## src/rtl/mac_mgmt_pkg.sv

```systemverilog
// Shared types and frame constants for the Clause 22 MDIO management master.
package mac_mgmt_pkg;

    typedef enum logic [1:0] {
        IDLE  = 2'd0,
        SHIFT = 2'd1,
        DONE  = 2'd2
    } mdio_state_t;

    localparam logic [1:0] MDIO_OP_WRITE = 2'b01;
    localparam logic [1:0] MDIO_OP_READ  = 2'b10;
    localparam logic [1:0] MDIO_ST       = 2'b01;
    localparam int         MDIO_HDR_BITS = 32;

    // On a read the PHY owns the line from the turnaround onwards.
    function automatic logic mdio_bit_driven(input logic       is_read,
                                             input logic [6:0] idx,
                                             input logic [6:0] ta_idx);
        return !(is_read && (idx >= ta_idx));
    endfunction

endpackage

```

## src/rtl/mdc_tick_gen.sv

```systemverilog
// MDC clock-enable divider: counts MDC_DIV clk cycles per half-period and
// flags the edges where MDC is about to rise or fall.
module mdc_tick_gen #(
    parameter int MDC_DIV = 10
) (
    input  logic clk,
    input  logic rst_n_in,
    input  logic run,
    output logic fall_tick,
    output logic rise_tick,
    output logic mdc
);

    localparam int                CNT_W   = $clog2(MDC_DIV);
    localparam logic [CNT_W-1:0]  CNT_MAX = CNT_W'(MDC_DIV - 1);

    logic [CNT_W-1:0] cnt_q;
    logic             mdc_q;
    logic             half_end;

    assign half_end  = run && (cnt_q == CNT_MAX);
    assign rise_tick = half_end && !mdc_q;
    assign fall_tick = half_end && mdc_q;
    assign mdc       = mdc_q;

    // Dropping run parks the phase low so a frame never starts mid-pulse.
    always_ff @(posedge clk or negedge rst_n_in) begin
        if (!rst_n_in) begin
            cnt_q <= '0;
            mdc_q <= 1'b0;
        end else if (!run) begin
            cnt_q <= '0;
            mdc_q <= 1'b0;
        end else if (half_end) begin
            cnt_q <= '0;
            mdc_q <= ~mdc_q;
        end else begin
            cnt_q <= cnt_q + 1'b1;
        end
    end

endmodule

```

## src/rtl/mdio_master.sv

```systemverilog
// Clause 22 MDIO master: one register read or write per request, serialised
// MSB first on a tri-state MDIO pin with MDC derived from a clock enable.
module mdio_master
    import mac_mgmt_pkg::*;
#(
    parameter int MDC_DIV      = 10,
    parameter int PREAMBLE_LEN = 32
) (
    input  logic        clk,
    input  logic        rst_n_in,
    input  logic        req_valid,
    output logic        req_ready,
    input  logic        req_write,
    input  logic [4:0]  req_phy_addr,
    input  logic [4:0]  req_reg_addr,
    input  logic [15:0] req_wdata,
    output logic        rsp_valid,
    output logic [15:0] rsp_rdata,
    output logic        mdc,
    output logic        mdio_o,
    output logic        mdio_oe,
    input  logic        mdio_i
);

    localparam int         FRAME_BITS = PREAMBLE_LEN + MDIO_HDR_BITS;
    localparam logic [6:0] LAST_IDX   = 7'(FRAME_BITS - 1);
    localparam logic [6:0] TA_IDX     = 7'(PREAMBLE_LEN + 14);
    localparam logic [6:0] DATA_IDX   = 7'(PREAMBLE_LEN + 16);

    mdio_state_t           state_q;
    logic [FRAME_BITS-1:0] shift_q;
    logic [FRAME_BITS-1:0] frame_d;
    logic [6:0]            bit_cnt_q;
    logic                  is_read_q;
    logic                  run_q;
    logic                  req_ready_q;
    logic                  rsp_valid_q;
    logic [15:0]           rdata_q;
    logic                  mdio_o_q;
    logic                  mdio_oe_q;
    logic                  fall_tick;
    logic                  rise_tick;

    mdc_tick_gen #(
        .MDC_DIV(MDC_DIV)
    ) u_tick (
        .clk      (clk),
        .rst_n_in (rst_n_in),
        .run      (run_q),
        .fall_tick(fall_tick),
        .rise_tick(rise_tick),
        .mdc      (mdc)
    );

    // Preamble bits stay at the all-ones default; read TA/data slots are
    // placeholders since the line is released there.
    always_comb begin
        frame_d = '1;
        frame_d[MDIO_HDR_BITS-1:0] = {MDIO_ST,
                                      req_write ? MDIO_OP_WRITE : MDIO_OP_READ,
                                      req_phy_addr,
                                      req_reg_addr,
                                      req_write ? 2'b10 : 2'b11,
                                      req_write ? req_wdata : 16'hFFFF};
    end

    always_ff @(posedge clk or negedge rst_n_in) begin
        if (!rst_n_in) begin
            state_q     <= IDLE;
            shift_q     <= '0;
            bit_cnt_q   <= '0;
            is_read_q   <= 1'b0;
            run_q       <= 1'b0;
            req_ready_q <= 1'b1;
            rsp_valid_q <= 1'b0;
            rdata_q     <= '0;
            mdio_o_q    <= 1'b1;
            mdio_oe_q   <= 1'b0;
        end else begin
            unique case (state_q)
                IDLE: begin
                    if (req_valid && req_ready_q) begin
                        shift_q     <= frame_d;
                        is_read_q   <= !req_write;
                        bit_cnt_q   <= '0;
                        rdata_q     <= '0;
                        req_ready_q <= 1'b0;
                        state_q     <= SHIFT;
                    end
                end

                SHIFT: begin
                    if (!run_q) begin
                        // First SHIFT cycle: present bit 0 and start the divider.
                        run_q     <= 1'b1;
                        mdio_o_q  <= shift_q[FRAME_BITS-1];
                        mdio_oe_q <= mdio_bit_driven(is_read_q, 7'd0, TA_IDX);
                        shift_q   <= shift_q << 1;
                    end else begin
                        if (rise_tick && is_read_q && (bit_cnt_q >= DATA_IDX)) begin
                            rdata_q <= {rdata_q[14:0], mdio_i};
                        end
                        if (fall_tick) begin
                            if (bit_cnt_q == LAST_IDX) begin
                                run_q       <= 1'b0;
                                mdio_o_q    <= 1'b1;
                                mdio_oe_q   <= 1'b0;
                                rsp_valid_q <= 1'b1;
                                state_q     <= DONE;
                            end else begin
                                bit_cnt_q <= bit_cnt_q + 7'd1;
                                mdio_o_q  <= shift_q[FRAME_BITS-1];
                                mdio_oe_q <= mdio_bit_driven(is_read_q, bit_cnt_q + 7'd1, TA_IDX);
                                shift_q   <= shift_q << 1;
                            end
                        end
                    end
                end

                DONE: begin
                    rsp_valid_q <= 1'b0;
                    req_ready_q <= 1'b1;
                    state_q     <= IDLE;
                end

                default: begin
                    state_q <= IDLE;
                end
            endcase
        end
    end

    assign req_ready = req_ready_q;
    assign rsp_valid = rsp_valid_q;
    assign rsp_rdata = rdata_q;
    assign mdio_o    = mdio_o_q;
    assign mdio_oe   = mdio_oe_q;

endmodule

```

## config.mk

```make
export PLATFORM = sky130hd
export DESIGN_NAME = mdio_master
export DESIGN_NICKNAME = d
export VERILOG_FILES = /design/src/rtl/mac_mgmt_pkg.sv /design/src/rtl/mdc_tick_gen.sv /design/src/rtl/mdio_master.sv
export SDC_FILE = /design/constraint.sdc
export NUM_CORES = 1
export LEC_CHECK = 0
export ABC_AREA = 1
export CORE_MARGIN = 2
export CORE_UTILIZATION = 35
export CTS_BUF_LIST = sky130_fd_sc_hd__clkbuf_8
export DETAILED_ROUTE_END_ITERATION = 10
export PLACE_DENSITY_LB_ADDON = 0.05
export SLEW_MARGIN = 30
export SYNTH_ARGS = -nofsm -noshare
export SYNTH_HDL_FRONTEND = slang
export SYNTH_SLANG_ARGS = --single-unit
```

## constraint.sdc

```tcl
create_clock -name clk -period 5.2 [get_ports clk]
set_clock_uncertainty 0.1 [all_clocks]
set_input_delay 0.78 -clock clk [delete_from_list [all_inputs] [get_ports clk]]
set_output_delay 0.78 -clock clk [all_outputs]
set_load 0.05 [all_outputs]
```

==> flow_summary_export.csv, run 1 <==
group,metric,value,unit
power,power_density,219.7,mW/mm²
die,fp.dieH,125.8,µm
synth,ys_ff_latch,100,
synth,yosysSeqAreaShare,0.4822,
synth,synth.avg_cell_area,8.558,µm²
cts,cts_tree,"done",
synth,ys_warn_count,0,
finish,final_common_cell,"nand2_1",
die,ios,52,
synth,synthXorXnorAreaFrac,0.003372,
power,p_sw_frac,0.2234,
power,pwr-share-comb,0.033,
sta,tightest_slew,0.7138,ns
sta,setup_violations,0,
synth,synthSimpleGateAreaFrac,0.3695,
global_route,grt_util_all_layers,0.1565,
global_route,grt_pass1_vias,3894,
synth,postSynthNetCount,643,
die,rows,44,
finish,mostFrequentLayoutCells,"nand2_1 (242), dfrtp_1 (98), nand4_1 (66), clkdlybuf4s50_1 (50), or2_2 (34)",
placed_design,dp_cells,807,
setup_path,arrival,3.04,ns
finish,area_delta_synth_final,11.87,%
synth,synth_compound_area_frac,0.04648,
synth,synthAdderAreaFrac,0.01204,
setup_path,rr_worst_depth,10,
synth,postSynthCellCount,607,
power,clockPowerShare,0.358,
finish,fin_cells,822,
synth,ys_types,32,
cts,cts-root-buf,"clkbuf_8",
global_route,grt_antenna_before_repair,0,
run_status,status,"complete, no violations",
sta,rsz0062_at_grt,"no",
cts,cts_buffers,9,
sta,min_period,2.867,ns
route,wl_per_cell,14.29,µm
synth,synth_top_area_frac,0.4721,
route,vias,4049,
route,wl_met3,423,µm
synth,netlist_area,0.005195,mm²
sta,hold_violations,0,
worst_hold_path,worstHoldPathType,"in -> async",
cts,cts_num_sinks,100,
power,ir_drop,95.40,µV
sta,fmax,348.8,MHz
setup_path,crit_path_end_kind,"flop",
route,wl_met1,6.081,mm
finish,final_nets,670,
placed_design,globalplace.congestion,0.7404,
route,route.met2.wl,5.066,mm
power,p_seq_frac,0.609,
cts,cts_resized,0,
sta,post-route-period-util,0.5514,
route,drtIter0Drc,249,
finish,antenna_cells,0,
placed_design,port_buffers,51,
placed_design,place_hpwl,6.738,mm
setup_path,path_class,"reg -> reg",
setup_path,crit_path_start_kind,"flop",
setup_path,worst-endpoint-required,5.37,ns
route,drt_wl_total,11.75,mm
cts,insertion_delay,0.38,ns
cts,post_cts_buffers,0,
synth,synth.area.top_cells,"dfrtp_1 (47%), nand2_1 (18%), nand4_1 (7.9%)",
setup_path,reg2reg_slack,2.33,ns
synth,synth_top_family_by_area,"simple AND/OR/NAND/NOR gates",
sta,fin_tns_setup,0,ns
die,start_util,0.3574,
setup_path,crit_fanout,65,
finish,drive_above_1_share,0.1191,
synth,synth_top_area_cell,"dfrtp_1",
job,drv_cap,0,
route,top_layer,"met4",
cts,clk_path_buf_depth,2,
sta,slew_violations,0,
power,power.leakage,3.063,nW
global_route,overflow,0,
route,drtAntennaViolNets,0,
global_route,grt_max_degree,71,
die,die_x,125.8,µm
sta,slew-limit-headroom,0.5242,
synth,synthMuxAreaShare,0,
power,p_sw,0.2852,mW
route,vias_per_cell,4.926,
finish,fin_util,0.3999,
die,core_area,0.01453,mm²
cts,hold_buffers,0,
power,p_int,0.9915,mW
route,drc_errors,0,
power,power,1.277,mW
die,die-area,0.01583,mm²
finish,fillers,1527,
cts,clkTransAtPathRegs,0.10,ns
route,drt_pass1_iterations,4,
cts,htree_levels,3,
global_route,grt_pass1_wl,20.22,mm
==> kinds of logic after synthesis <==
logic type,count (synthesis)
XOR/XNOR,2
AO/OA/AOI/OAI,33
flip-flops,100
buffers and inverters,67
adder cells (fa/ha/maj),5
AND/OR/NAND/NOR,400
==> worst max-delay path, stage by stage (launching register included) <==
cell and delay [ns]:
dfrtp_1 0.38, inv_1 0.10, nand2_2 0.08, inv_4 0.31
nand2_4 0.11, nand3_4 0.09, buf_4 0.56, nand3_4 0.37
buf_4 0.41, nand2_1 0.12, nand2_1 0.06
==> through the flow <==
step	setup WS [ns]	hold WS (ns)	cell area, µm²
after floorplan	3.343	0.3345	5195
after CTS	2.318	0.3742	5808
after detailed placement	2.325	0.3511	5639
after global routing	2.072	0.3318	5812
after global placement	2.389	0.3466	5639
final	2.333	0.2720	5812
==> routing by layer <==
| metal | global-route usage | vias up |
|---|---|---|
| li1 | - | 2036 |
| met1 | 0.2278 | 1942 |
| met2 | 0.2302 | 60 |
| met3 | 0.03016 | 11 |
| met4 | 0.06206 | 0 |
| met5 | 0 | - |
==> synth_stat cells <==
| master | count |
|---|---|
| nand3_4 | 2 |
| nor3_1 | 1 |
| buf_4 | 8 |
| buf_6 | 2 |
| nand3b_1 | 18 |
| xor2_1 | 1 |
| buf_8 | 12 |
| nand3_2 | 3 |
| o21ai_2 | 1 |
| o22ai_1 | 1 |
| or2_2 | 34 |
| o22a_1 | 16 |
| nand2_1 | 243 |
| buf_2 | 12 |
| nand3_1 | 6 |
| inv_1 | 22 |
| inv_4 | 1 |
| clkbuf_1 | 6 |
| nand2_4 | 4 |
| inv_2 | 3 |
| ha_1 | 5 |
| nor2_1 | 19 |
| xnor2_1 | 1 |
| nand4_1 | 66 |
| a21oi_1 | 2 |
| nor2_4 | 1 |
| dfstp_2 | 2 |
| o21ai_4 | 1 |
| buf_1 | 1 |
| o21ai_0 | 12 |
| dfrtp_1 | 98 |
| nand2_2 | 3 |
==> area by class of cell <==
| class | count | area, µm² | area share |
|---|---|---|---|
| timing repair buffer | 57 | 556.8 | 0.09580 |
| multi-input combinational | 440 | 2251 | 0.3873 |
| inverter | 26 | 100.1 | 0.01722 |
| sequential | 100 | 2505 | 0.4310 |
| tap | 184 | 230.2 | 0.03961 |
| clock inverter | 4 | 17.52 | 0.003014 |
| clock buffer | 11 | 151.4 | 0.02605 |
==> path summary, 6_finish.rpt <==
path,startpoint,to
max,state_q[1]$_DFFE_PN0P_,shift_q[62]$_DFFE_PN0P_
min,rst_n_in,rsp_rdata[15]$_DFFE_PN0P_
max reg2reg,state_q[1]$_DFFE_PN0P_,shift_q[62]$_DFFE_PN0P_
min reg2reg,shift_q[33]$_DFFE_PN0P_,shift_q[33]$_DFFE_PN0P_
max in group asynchronous,rst_n_in,mdio_o$_DFFE_PN1P_
min in group clk,shift_q[33]$_DFFE_PN0P_,shift_q[33]$_DFFE_PN0P_
==> sequential cells by signal (all words and copies together), names as in the netlist <==
signal,flops
mdio_oe,1
mdio_o,1
shift_q,64
state_q,2
req_ready,1
run_q,1
rsp_valid,1
is_read_q,1
rsp_rdata,16
bit_cnt_q,7
u_tick.mdc,1
u_tick.cnt_q,4
==> power by group through the flow <==
stage	clock network (mW)	registers, mW	logic [mW]
after global routing	0.525	0.778	0.0476
after floorplan	0	0.793	0.00169
after detailed placement	0	0.793	0.0440
final	0.457	0.778	0.0422
after CTS	0.486	0.778	0.0444
after global placement	0	0.793	0.0439
No activity file was read; power rests on OpenSTA's default activity.
==> run 2, diff against run 1 <==
==> constraint.sdc (replaced) <==
create_clock -name clk -period 2.35 [get_ports clk]
set_clock_uncertainty 0.1 [all_clocks]
set_input_delay 0.3525 -clock clk [delete_from_list [all_inputs] [get_ports clk]]
set_output_delay 0.3525 -clock clk [all_outputs]
set_load 0.05 [all_outputs]
==> run 2 against run 1 <==
- combinational power increased by 130%
- worst hold slack improved by 0.055 ns
- global-route usage increased by 0.23 points
- total power increased by 120%
- final cell count increased by 1.1%
- via count increased by 1.5%
- core utilization increased by 0.80 points
- first-iteration DRC count increased by 22%
- flip-flop and latch count unchanged
- register-to-register slack got worse by 1.9 ns
- wire length increased by 0.74%
- die area unchanged
- critical path type is now reg -> out
- critical endpoint is now req_ready
==> flow_summary_export.csv, run 2 (synthesized netlist as in run 1, its figures left out) <==
group,metric,value,unit
global_route,grt_max_degree,65,
finish,fin_util,0.4079,
power,p_seq_frac,0.608,
power,power_density,477.3,mW/mm²
setup_path,reg2reg_slack,0.41,ns
setup_path,cp_num_cells,1,
placed_design,post-place-ws,0.3906,ns
cts,insertion_delay,0.37,ns
route,drc_errors,0,
global_route,grt_pass1_vias,4061,
route,drt_pass1_iterations,4,
finish,area_delta_synth_final,14.11,%
global_route,grt_antenna_before_repair,0,
setup_path,slowest_stage,"clkdlybuf4s50_1",
setup_path,crit_chain,"clkdlybuf4s50_1",
die,die-area,0.01583,mm²
cts,cts_buffers,9,
power,pwr-share-comb,0.034,
setup_path,path_class,"reg -> out",
worst_hold_path,worstHoldPathType,"in -> async",
placed_design,port_buffers,51,
sta,min_period,2.174,ns
sta,slew-limit-headroom,0.6273,
power,clockPowerShare,0.357,
route,vias_per_cell,4.943,
setup_path,rr_worst_depth,8,
sta,timing.final.ws_setup,0.1763,ns
finish,final_nets,679,
sta,whs,0.3273,ns
route,drtAntennaViolNets,0,
route,drtIter0Drc,303,
power,p_sw_frac,0.2231,
sta,tightest_slew,0.5573,ns
finish,largest_register,"shift_q",
sta,fmax,460.0,MHz
die,die_x,125.8,µm
die,ios,52,
setup_path,cp_top_family,"buffers and inverters",
sta,post-route-period-util,0.9250,
setup_path,crit_buf_inv,1,
die,fp.dieH,125.8,µm
sta,slew_violations,0,
finish,antenna_cells,0,
sta,fin_tns_setup,0,ns
sta,hold_violations,0,
setup_path,crit_fanout,2,
die,core_area,0.01453,mm²
route,wl_per_cell,14.24,µm
power,ir_drop,339.2,µV
finish,fin_area,0.005928,mm²
cts,clk_path_buf_depth,2,
finish,mostFrequentLayoutCells,"nand2_1 (242), dfrtp_1 (98), nand4_1 (66), clkdlybuf4s50_1 (50), or2_2 (34)",
setup_path,crit_path_end_kind,"primary output",
global_route,grt_pass1_wl,20.70,mm
die,start_util,0.3574,
setup_path,arrival,1.72,ns
placed_design,place_hpwl,7.012,mm
placed_design,placedInstanceArea,0.005749,mm²
route,drt_wl_total,11.83,mm
placed_design,dp_cells,815,
finish,final_common_cell,"nand2_1",
setup_path,worst-endpoint-required,1.90,ns
cts,clkTransAtPathRegs,0.09,ns
power,power,2.830,mW
sta,rsz0062_at_grt,"no",
setup_path,crit_path_start_kind,"flop",
finish,largest_reg_flops,64,
placed_design,globalplace.congestion,0.7654,
sta,setup_violations,0,
cts,cts_tree,"done",
power,p_int,2.198,mW
run_status,status,"complete, no violations",
cts,cts_num_sinks,100,
finish,fin_cells,831,
job,drv_cap,0,
global_route,overflow,0,
cts,htree_levels,3,
cts,cts-root-buf,"clkbuf_8",
setup_path,max_stage_delay,0.80,ns
finish,drive_above_1_share,0.1298,
power,p_sw,0.6314,mW
die,rows,44,
route,vias,4108,
power,power.leakage,3.125,nW
global_route,grt_util_all_layers,0.1588,
run 2: cell count changes in the layout (fill, tap and decap cells not counted), sizes merged:
cell | before | now
dlygate4sd3 | 0 | 1
buf | 7 | 15
run 2: area by class of cell:
| type | instances | area, µm² |
|---|---|---|
| inverter | 26 | 100.1 |
| clock inverter | 4 | 17.52 |
| clock buffer | 11 | 151.4 |
| multi-input combinational | 440 | 2251 |
| sequential | 100 | 2505 |
| fill | 1505 | 8606 |
| tap | 184 | 230.2 |
| timing repair buffer | 66 | 673.1 |
run 2: path summary, 6_finish.rpt:
check | start | to
min | rst_n_in | rsp_rdata[13]$_DFFE_PN0P_
max | req_ready$_DFFE_PN1P_ | req_ready
min reg2reg | shift_q[58]$_DFFE_PN0P_ | shift_q[58]$_DFFE_PN0P_
max reg2reg | state_q[1]$_DFFE_PN0P_ | shift_q[63]$_DFFE_PN0P_
max in group asynchronous | rst_n_in | shift_q[26]$_DFFE_PN0P_
min in group clk | shift_q[58]$_DFFE_PN0P_ | shift_q[58]$_DFFE_PN0P_
run 2: what timing repair did:
item,CTS,global route
setup endpoints to repair,0,0
hold buffers,1,0
setup buffers,0,0
gates resized for setup,0,0
hold endpoints to repair,21,0
run 2: per-layer routing:
metal  up-vias  wire length [µm]  track usage
met3         5               499      0.04206
li1       2059                 -            -
met5         -                 0            0
met4         0               104      0.03103
met1      1971              5930       0.2248
met2        73              5299       0.2480
run 2: power by group through the flow:
stage          clock (mW)  combinational [mW]  sequential, mW
3_5_place_dp            0               0.101            1.76
4_1_cts              1.06               0.103            1.72
5_1_grt              1.13               0.110            1.72
6_report             1.01              0.0975            1.72
3_3_place_gp            0               0.100            1.76
2_1_floorplan           0             0.00373            1.76
